$ cat src/rtl/adder_sub_seq.sv
// -----------------------------------------------------------------------------
// adder_sub_seq
// Command sequencer for the adder_sub datapath. It accepts one add or subtract
// command over a valid/ready handshake and drives the operands and enables into
// adder_sub. It then waits for out_en, captures {carry_out, data_out} and
// presents the captured result on a valid/ready port. A carry register lets
// multi-byte add/sub chains be issued as back-to-back commands.
//
// Optional build macro: ADDER_SUB_SEQ_TIMEOUT_EN
//   When defined, a SAMPLE-state wait counter aborts after WAIT_MAX cycles
//   without out_en. The sequencer then returns an error result: data 0,
//   carry 0, res_err 1, and the stored carry is left unchanged.
//   When undefined, SAMPLE waits indefinitely and res_err is tied to 0.
//
// Ports
//   clk, rst_n              clock (rising edge), async active-low reset
//   cmd_valid/cmd_ready     command handshake
//   cmd_a, cmd_b            operands
//   cmd_op                  0 = add, 1 = subtract
//   cmd_chain               1 = use stored carry as carry_in
//   as_a, as_b              operands to adder_sub
//   as_add_en, as_sub_en    enables to adder_sub (mutually exclusive)
//   as_carry_in             carry_in to adder_sub
//   as_data_out,
//   as_carry_out, as_out_en results from adder_sub
//   res_valid/res_ready     result handshake
//   res_data, res_carry     captured result
//   res_err                 timeout flag (0 when the option is compiled out)
//
// state  | meaning
// IDLE   | ready for a command, datapath enables low
// DRIVE  | operands/enable driven, one settle cycle
// SAMPLE | enables held, waiting for adder_sub out_en
// RESULT | result presented, waiting for res_ready
// -----------------------------------------------------------------------------
module adder_sub_seq #(
  parameter int WIDTH    = 8,
  parameter int WAIT_MAX = 15
) (
  input  logic             clk,
  input  logic             rst_n,
  input  logic             cmd_valid,
  output logic             cmd_ready,
  input  logic [WIDTH-1:0] cmd_a,
  input  logic [WIDTH-1:0] cmd_b,
  input  logic             cmd_op,
  input  logic             cmd_chain,
  output logic [WIDTH-1:0] as_a,
  output logic [WIDTH-1:0] as_b,
  output logic             as_add_en,
  output logic             as_sub_en,
  output logic             as_carry_in,
  input  logic [WIDTH-1:0] as_data_out,
  input  logic             as_carry_out,
  input  logic             as_out_en,
  output logic             res_valid,
  input  logic             res_ready,
  output logic [WIDTH-1:0] res_data,
  output logic             res_carry,
  output logic             res_err
);

  localparam logic [1:0] S_IDLE   = 2'd0;
  localparam logic [1:0] S_DRIVE  = 2'd1;
  localparam logic [1:0] S_SAMPLE = 2'd2;
  localparam logic [1:0] S_RESULT = 2'd3;

  if (WAIT_MAX < 1) begin : g_bad_wait_max
    $error("adder_sub_seq: WAIT_MAX must be at least 1");
  end

  logic [1:0]       r_state;
  logic [1:0]       w_next;
  logic [WIDTH-1:0] r_a;
  logic [WIDTH-1:0] r_b;
  logic             r_op;
  logic             r_cin;
  logic             r_carry;
  logic             r_cmd_ready;
  logic [WIDTH-1:0] r_res_data;
  logic             r_res_carry;

  logic w_accept;
  logic w_active;
  logic w_capture;
  logic w_timeout;

  assign w_accept  = cmd_valid & r_cmd_ready;
  assign w_active  = (r_state == S_DRIVE) | (r_state == S_SAMPLE);
  assign w_capture = (r_state == S_SAMPLE) & as_out_en;

`ifdef ADDER_SUB_SEQ_TIMEOUT_EN
  localparam int WAIT_CW = $clog2(WAIT_MAX + 1);

  logic [WAIT_CW-1:0] r_wait;
  logic               r_res_err;

  // The WAIT_MAX-th empty SAMPLE cycle is the one that times out.
  assign w_timeout = (r_state == S_SAMPLE) & ~as_out_en &
                     (r_wait == WAIT_CW'(WAIT_MAX - 1));

  always_ff @(posedge clk or negedge rst_n) begin
    if (!rst_n) begin
      r_wait    <= '0;
      r_res_err <= 1'b0;
    end else begin
      if (r_state == S_DRIVE) begin
        r_wait <= '0;
      end else if ((r_state == S_SAMPLE) && !as_out_en && !w_timeout) begin
        r_wait <= r_wait + 1'b1;
      end
      if (w_capture) begin
        r_res_err <= 1'b0;
      end else if (w_timeout) begin
        r_res_err <= 1'b1;
      end
    end
  end

  assign res_err = r_res_err;
`else
  assign w_timeout = 1'b0;
  assign res_err   = 1'b0;
`endif

  always_comb begin
    w_next = r_state;
    case (r_state)
      S_IDLE:   if (w_accept) w_next = S_DRIVE;
      S_DRIVE:  w_next = S_SAMPLE;
      S_SAMPLE: if (w_capture || w_timeout) w_next = S_RESULT;
      S_RESULT: if (res_ready) w_next = S_IDLE;
      default:  w_next = S_IDLE;
    endcase
  end

  always_ff @(posedge clk or negedge rst_n) begin
    if (!rst_n) begin
      r_state     <= S_IDLE;
      r_a         <= '0;
      r_b         <= '0;
      r_op        <= 1'b0;
      r_cin       <= 1'b0;
      r_carry     <= 1'b0;
      r_cmd_ready <= 1'b0;
      r_res_data  <= '0;
      r_res_carry <= 1'b0;
    end else begin
      r_state     <= w_next;
      // Registered so ready stays low throughout reset and rises on the
      // first edge after release.
      r_cmd_ready <= (w_next == S_IDLE);
      if (w_accept) begin
        r_a   <= cmd_a;
        r_b   <= cmd_b;
        r_op  <= cmd_op;
        r_cin <= cmd_chain & r_carry;
      end
      if (w_capture) begin
        r_res_data  <= as_data_out;
        r_res_carry <= as_carry_out;
        r_carry     <= as_carry_out;
      end else if (w_timeout) begin
        r_res_data  <= '0;
        r_res_carry <= 1'b0;
      end
    end
  end

  assign cmd_ready   = r_cmd_ready;
  assign as_a        = r_a;
  assign as_b        = r_b;
  assign as_add_en   = w_active & ~r_op;
  assign as_sub_en   = w_active & r_op;
  assign as_carry_in = r_cin;
  assign res_valid   = (r_state == S_RESULT);
  assign res_data    = r_res_data;
  assign res_carry   = r_res_carry;

endmodule

$ cat config.mk
export PLATFORM = sky130hd
export DESIGN_NAME = adder_sub_seq
export DESIGN_NICKNAME = d
export VERILOG_FILES = /design/src/rtl/adder_sub_seq.sv
export SDC_FILE = /design/constraint.sdc
export NUM_CORES = 1
export LEC_CHECK = 0
export CAP_MARGIN = 30
export CORE_ASPECT_RATIO = 1.5
export CORE_MARGIN = 3
export CORE_UTILIZATION = 37
export CTS_BUF_LIST = sky130_fd_sc_hd__clkbuf_8
export CTS_CLUSTER_SIZE = 12
export DETAILED_ROUTE_END_ITERATION = 12
export GPL_TIMING_DRIVEN = 0
export PLACE_DENSITY = 0.86
export RECOVER_POWER = 25
export SLEW_MARGIN = 10
export SYNTH_ARGS = -nofsm -noshare
export SYNTH_HDL_FRONTEND = slang
export SYNTH_SLANG_ARGS = --single-unit
$ cat constraint.sdc
create_clock -name clk -period 1.4 [get_ports clk]
set_input_delay 0.28 -clock clk [delete_from_list [all_inputs] [get_ports clk]]
set_output_delay 0.28 -clock clk [all_outputs]
set_load 0.02 [all_outputs]
* After elaboration in Yosys (flattened, before gate mapping)
Index checks and enable logic that the tools add are counted.
Operators by class: equal/unequal tests 3, multiplexer cells 4, bitwise gates (word level) 7, reduce and logical (&&, ||, !) cells 2
Operators with widths (number):
- $pmux W2 S4 | 1
- $mux W2 | 3
- $and A1 B1 Y1 | 5
- $eq A2 B2 Y1 const B | 2
- $logic_not A2 Y1 | 2
- $eq A2 B1 Y1 const B | 1
- $not A1 Y1 | 1
- $or A1 B1 Y1 | 1
Word-level totals: bits in registers 30, input port bits 32, output and inout port bits 31, word-level logic and storage cells 24

* Depth between registers and ports, before layout
word-level depth 5, gate-level depth with buffers 7, mapped depth without buffers 6

* Worst setup path before layout
No wires, ideal clock.
path kind register to register, from register r_state[1], to register r_state[0], setup time 121 ps, data arrival time 1265 ps, data required time 1279 ps, slack 14 ps, stages on the path, launching flop included 5, buffers on the path 0, period minus slack after synthesis 1386 ps, cell sequence dfrtp_1 > ha_1 > nor2b_1 > or2_1 > o22a_1
On the way: elaborated cells on any way between the ends 7, those cells by class eq/ne (3); mux (2); bitwise (1); reduce/logical (1)
RTL lines:
- start: declaration | line 72 | logic [1:0] r_state;
- start signal: assignment | line 149 | r_state <= w_next;
- $eq A2 B2 Y1
- named net res_valid | line 56 | output logic res_valid,
- $pmux W2 S4 | line 128 | case (r_state)
- named net w_next[0] | line 73 | logic [1:0] w_next;
The timed path passes the listed nets, and every way through them passes these cells. A chain may end at the register's enable or synchronous reset.

* Final worst setup path
from register r_state[1], to register r_carry
On the way: cells in the longest elaborated chain, start to end 2
Ends and longest elaborated chain:
- $eq A2 B2 Y1 | line 90 | assign w_capture = (r_state == S_SAMPLE) & as_out_en;
- $and A1 B1 Y1 | line 90
- end signal: assignment | line 162 | r_carry <= as_carry_out;
- end: declaration | line 78 | logic r_carry;
Every way passes these cells.

==> results.md <==
- Status: complete, but fails checks
- Failing checks: setup timing
- Cell accounting for the most synthesized area: dfrtp_1
- Via/cell ratio: around 4.8
- Core ar.: 3190 um2
- Internal power: 3.37 mW
- Slew headroom: 51.3%
- Worst Tran Pin Value: approximately 0.73 ns
- Cell Pwr Density: ~2500 nW/um2
- Unrepaired setup endpoints after global routing: yes
- Final nets: 196
- Worst setup SP type: flop
- Synth top area cells: dfrtp_1, mux2_2, ha_1
- Initial antenna violation count: 0
- Placed cells: ~190
- Critical Path End Type: flop
- DR WL/cell: around 17 um
- Max frequency: between 0.6 and 0.7 GHz
- Routed met1 length: between 1 and 1.5 mm
- Grt ovf: 0
- Worst skew pair latency: about 0.27 ns
- Vias in the first global route: 997
- Final ANT Viol Nets: 0
- Crit Path Category: flop to flop
- Register Area: around 750 um2
- Non-Filler Instances: around 200
- Largest net degree at the start of global routing: 31
- DR WL met2: 1.99 mm
- Comb pwr share: between 50% and 60%
- FF-to-FF setup slack: -0.17 ns
- Routability-driven placement congestion ratio: roughly 0.71
- Cell variety after synth: 20
- Area share of the largest cell type after synthesis: roughly 61%
- ANT cells: 0
- CTS clk-pin slew, worst paths: roughly 0.06 ns
- Die footprint: 4080 um2
- First-pass GRT wire length: 4.75 mm
- Synthesized area: 1230 um2
- All-Layer GR Usage: 16.3%
- Final Setup Violations: 15
- Die width: approximately 53 um
- DP HPWL: between 2 and 2.5 mm
- Place WS: -0.415 ns
- CP required: about 1.6 ns
- # rows: 25
- Seq/Total Area, Yosys: about three fifths
- Max capacitance violation total: 0
- Share of post-route cells with drive strength above 1: a little under two fifths
- Met3 WL: approximately 220 um
- DRC viols: 0
- Cts hold-fix bufs: 0
- Worst R2R Path Depth: 6
- # IOs: between 60 and 70
- Post-synthesis instance total: between 80 and 90
- Yosys reg bits: 30
- Worst setup path start: r_state[1]
- Highest Signal Layer: met4
- Root buffer cell: clkbuf_8
- Worst Skew: 0.00377 ns
- Slew Viols, Final: 0
- Final Hold Vio Count: 0
- Final Routed Wirelength: around 3.4 mm
- Total CTS buffers: 5
- Area Growth Syn to Fin: 73.0%
- # port buffers: a little over 60
- H-tree Lvls: 2
- Fill cells: approximately 250
- Total number of vias: between 900 and 1,000
- CTS tree: yes
- Fin crit share: 112%
- Worst min path class: input pin to async pin
- CTS Sinks: 30
- Clock network fraction of design power: between 15 and 20%
- P_leak: between 0.9 and 1 nW
- Reg2reg end: r_carry
- Reg power frac: between 20% and 30%
- Die Span Y: around 77 um
- Initial Utilization: around two fifths
- Number of DRC markers in iteration 0: 3
- Setup ws final: -0.169 ns
- Pre-antenna DRT Iters: 4
- Area of the multi-input gates: around 520 um2
- Fin crit period: 1.57 ns
- Syn. warnings: 0
- Sw frac: a little over a third
- Worst vdd ir: around 1.5 mV
- Data arrival, critical path: about 1.7 ns
- Avg Inst Size Synth: about 15 um2
- FF-to-FF Start: r_state[1]
- Peak fanout along the critical path: 5
- Clock Path Buffers: 2
- Syn Nets: 120
- Switching power: 1.94 mW
-- layer usage --
| layer | track usage [%] | vias to the layer above |
|---|---|---|
| met2 | 29.5 | 41 |
| met1 | 15.9 | 471 |
| met5 | 0 | - |
| li1 | - | 444 |
| met3 | 6.41 | 9 |
| met4 | 6.14 | 0 |
-- power groups by stage --
stage	combinational, mW	clock, mW	sequential, mW
2_1_floorplan	0.895	0	2.06
3_3_place_gp	2.52	0	1.55
3_5_place_dp	2.58	0	1.58
4_1_cts	2.47	0.890	1.53
5_1_grt	3.07	0.945	1.61
6_report	2.89	0.871	1.55
-- worst max path at each step --
stage,depth (start not counted),slack [ns],end
2_1_floorplan,4,0.01,r_state[0]
3_3_place_gp,1,-0.42,res_data[3]
3_5_place_dp,4,-0.42,as_add_en
4_1_cts,8,-0.14,cmd_ready
5_1_grt,8,-0.23,cmd_ready
6_report,6,-0.17,r_carry
-- cells by family (layout without fill, tap and decap cells) --
logic type	Yosys count	after routing	synth area share (%)
adder cells (fa/ha/maj)	3	3	3.04
AND/OR/NAND/NOR	10	10	4.26
AO/OA/AOI/OAI	8	8	3.95
buffers and inverters	6	82	3.14
flip-flops	30	30	60.8
multiplexers	27	27	24.5
other	1	1	0.304
-- critical path, cell delays in order, from the launching register on --
cell	delay (ns)
dfrtp_1	0.39
buf_6	0.14
buf_6	0.10
ha_4	0.15
and2_4	0.18
clkbuf_16	0.15
mux2_2	0.33
-- cells in the final DEF, fill, tap and decap left out --
cell | synthesis | routed
buf_2 | 1 | 1
dlygate4sd2_1 | 0 | 27
nor2_1 | 2 | 2
nor2b_4 | 0 | 2
clkbuf_16 | 0 | 1
and2_4 | 1 | 2
clkdlybuf4s50_1 | 0 | 30
o22a_1 | 1 | 1
buf_6 | 1 | 5
clkbuf_8 | 0 | 6
buf_12 | 0 | 1
o21ai_0 | 1 | 1
conb_1 | 1 | 1
buf_4 | 2 | 7
clkbuf_2 | 0 | 1
inv_2 | 0 | 2
o22ai_4 | 0 | 1
a21oi_1 | 4 | 3
ha_1 | 3 | 1
mux2i_1 | 1 | 1
a21oi_2 | 0 | 1
mux2_2 | 26 | 26
bufinv_16 | 0 | 1
o32ai_2 | 0 | 1
ha_4 | 0 | 2
nand2_1 | 3 | 3
dfrtp_1 | 30 | 30
or2_4 | 0 | 1
-- sequential cells by signal, summed over array words and instances, names as in the netlist --
signal and flops:
as_carry_in 1, res_data 8, cmd_ready 1, r_carry 1, as_a 8, r_op 1
r_state 2, as_b 8
-- cell usage after synthesis --
cell     number
dfrtp_1      30
mux2_2       26
a21oi_1       4
ha_1          3
nand2_1       3
buf_4         2
inv_1         2
nor2_1        2
nor2b_1       2
and2_1        1
and2_4        1
buf_2         1
buf_6         1
conb_1        1
mux2i_1       1
o21ai_0       1
o22a_1        1
o22ai_1       1
o32ai_1       1
or2_1         1
-- stage by stage --
| stage | hold WS, ns | instance area [um2] | power, mW | util (%) | TNS, ns |
|---|---|---|---|---|---|
| after global placement | 0.465 | 1900 | 4.07 | 59.4 | -16.17 |
| after floorplan | -0.0156 | 1230 | 2.96 | - | 0 |
| after global routing | 0.0846 | 2140 | 5.62 | 67.0 | -2.67 |
| final | 0.0556 | 2140 | 5.31 | 67.0 | -1.98 |
| after CTS | 0.0517 | 2010 | 4.89 | 63.1 | -1.56 |
| after detailed placement | 0.344 | 1890 | 4.17 | 59.3 | -3.92 |
-- layout make-up --
class	count	share of cell area (%)
Timing Repair Buffer	69	30.9
Buffer	4	1.87
Inverter	2	0.351
Tap cell	40	2.34
Multi-Input combinational cell	49	24.1
Sequential cell	30	35.1
Clock inverter	1	1.41
Clock buffer	6	3.86
-- timing repair --
item                                    in CTS  in global routing
resized for setup                           47                 17
pin swaps                                    2                  5
cloned                                       0                  1
buffers inserted                             4                  3
endpoints found under the setup margin      41                 15
Power figures use the tool's default switching activity.
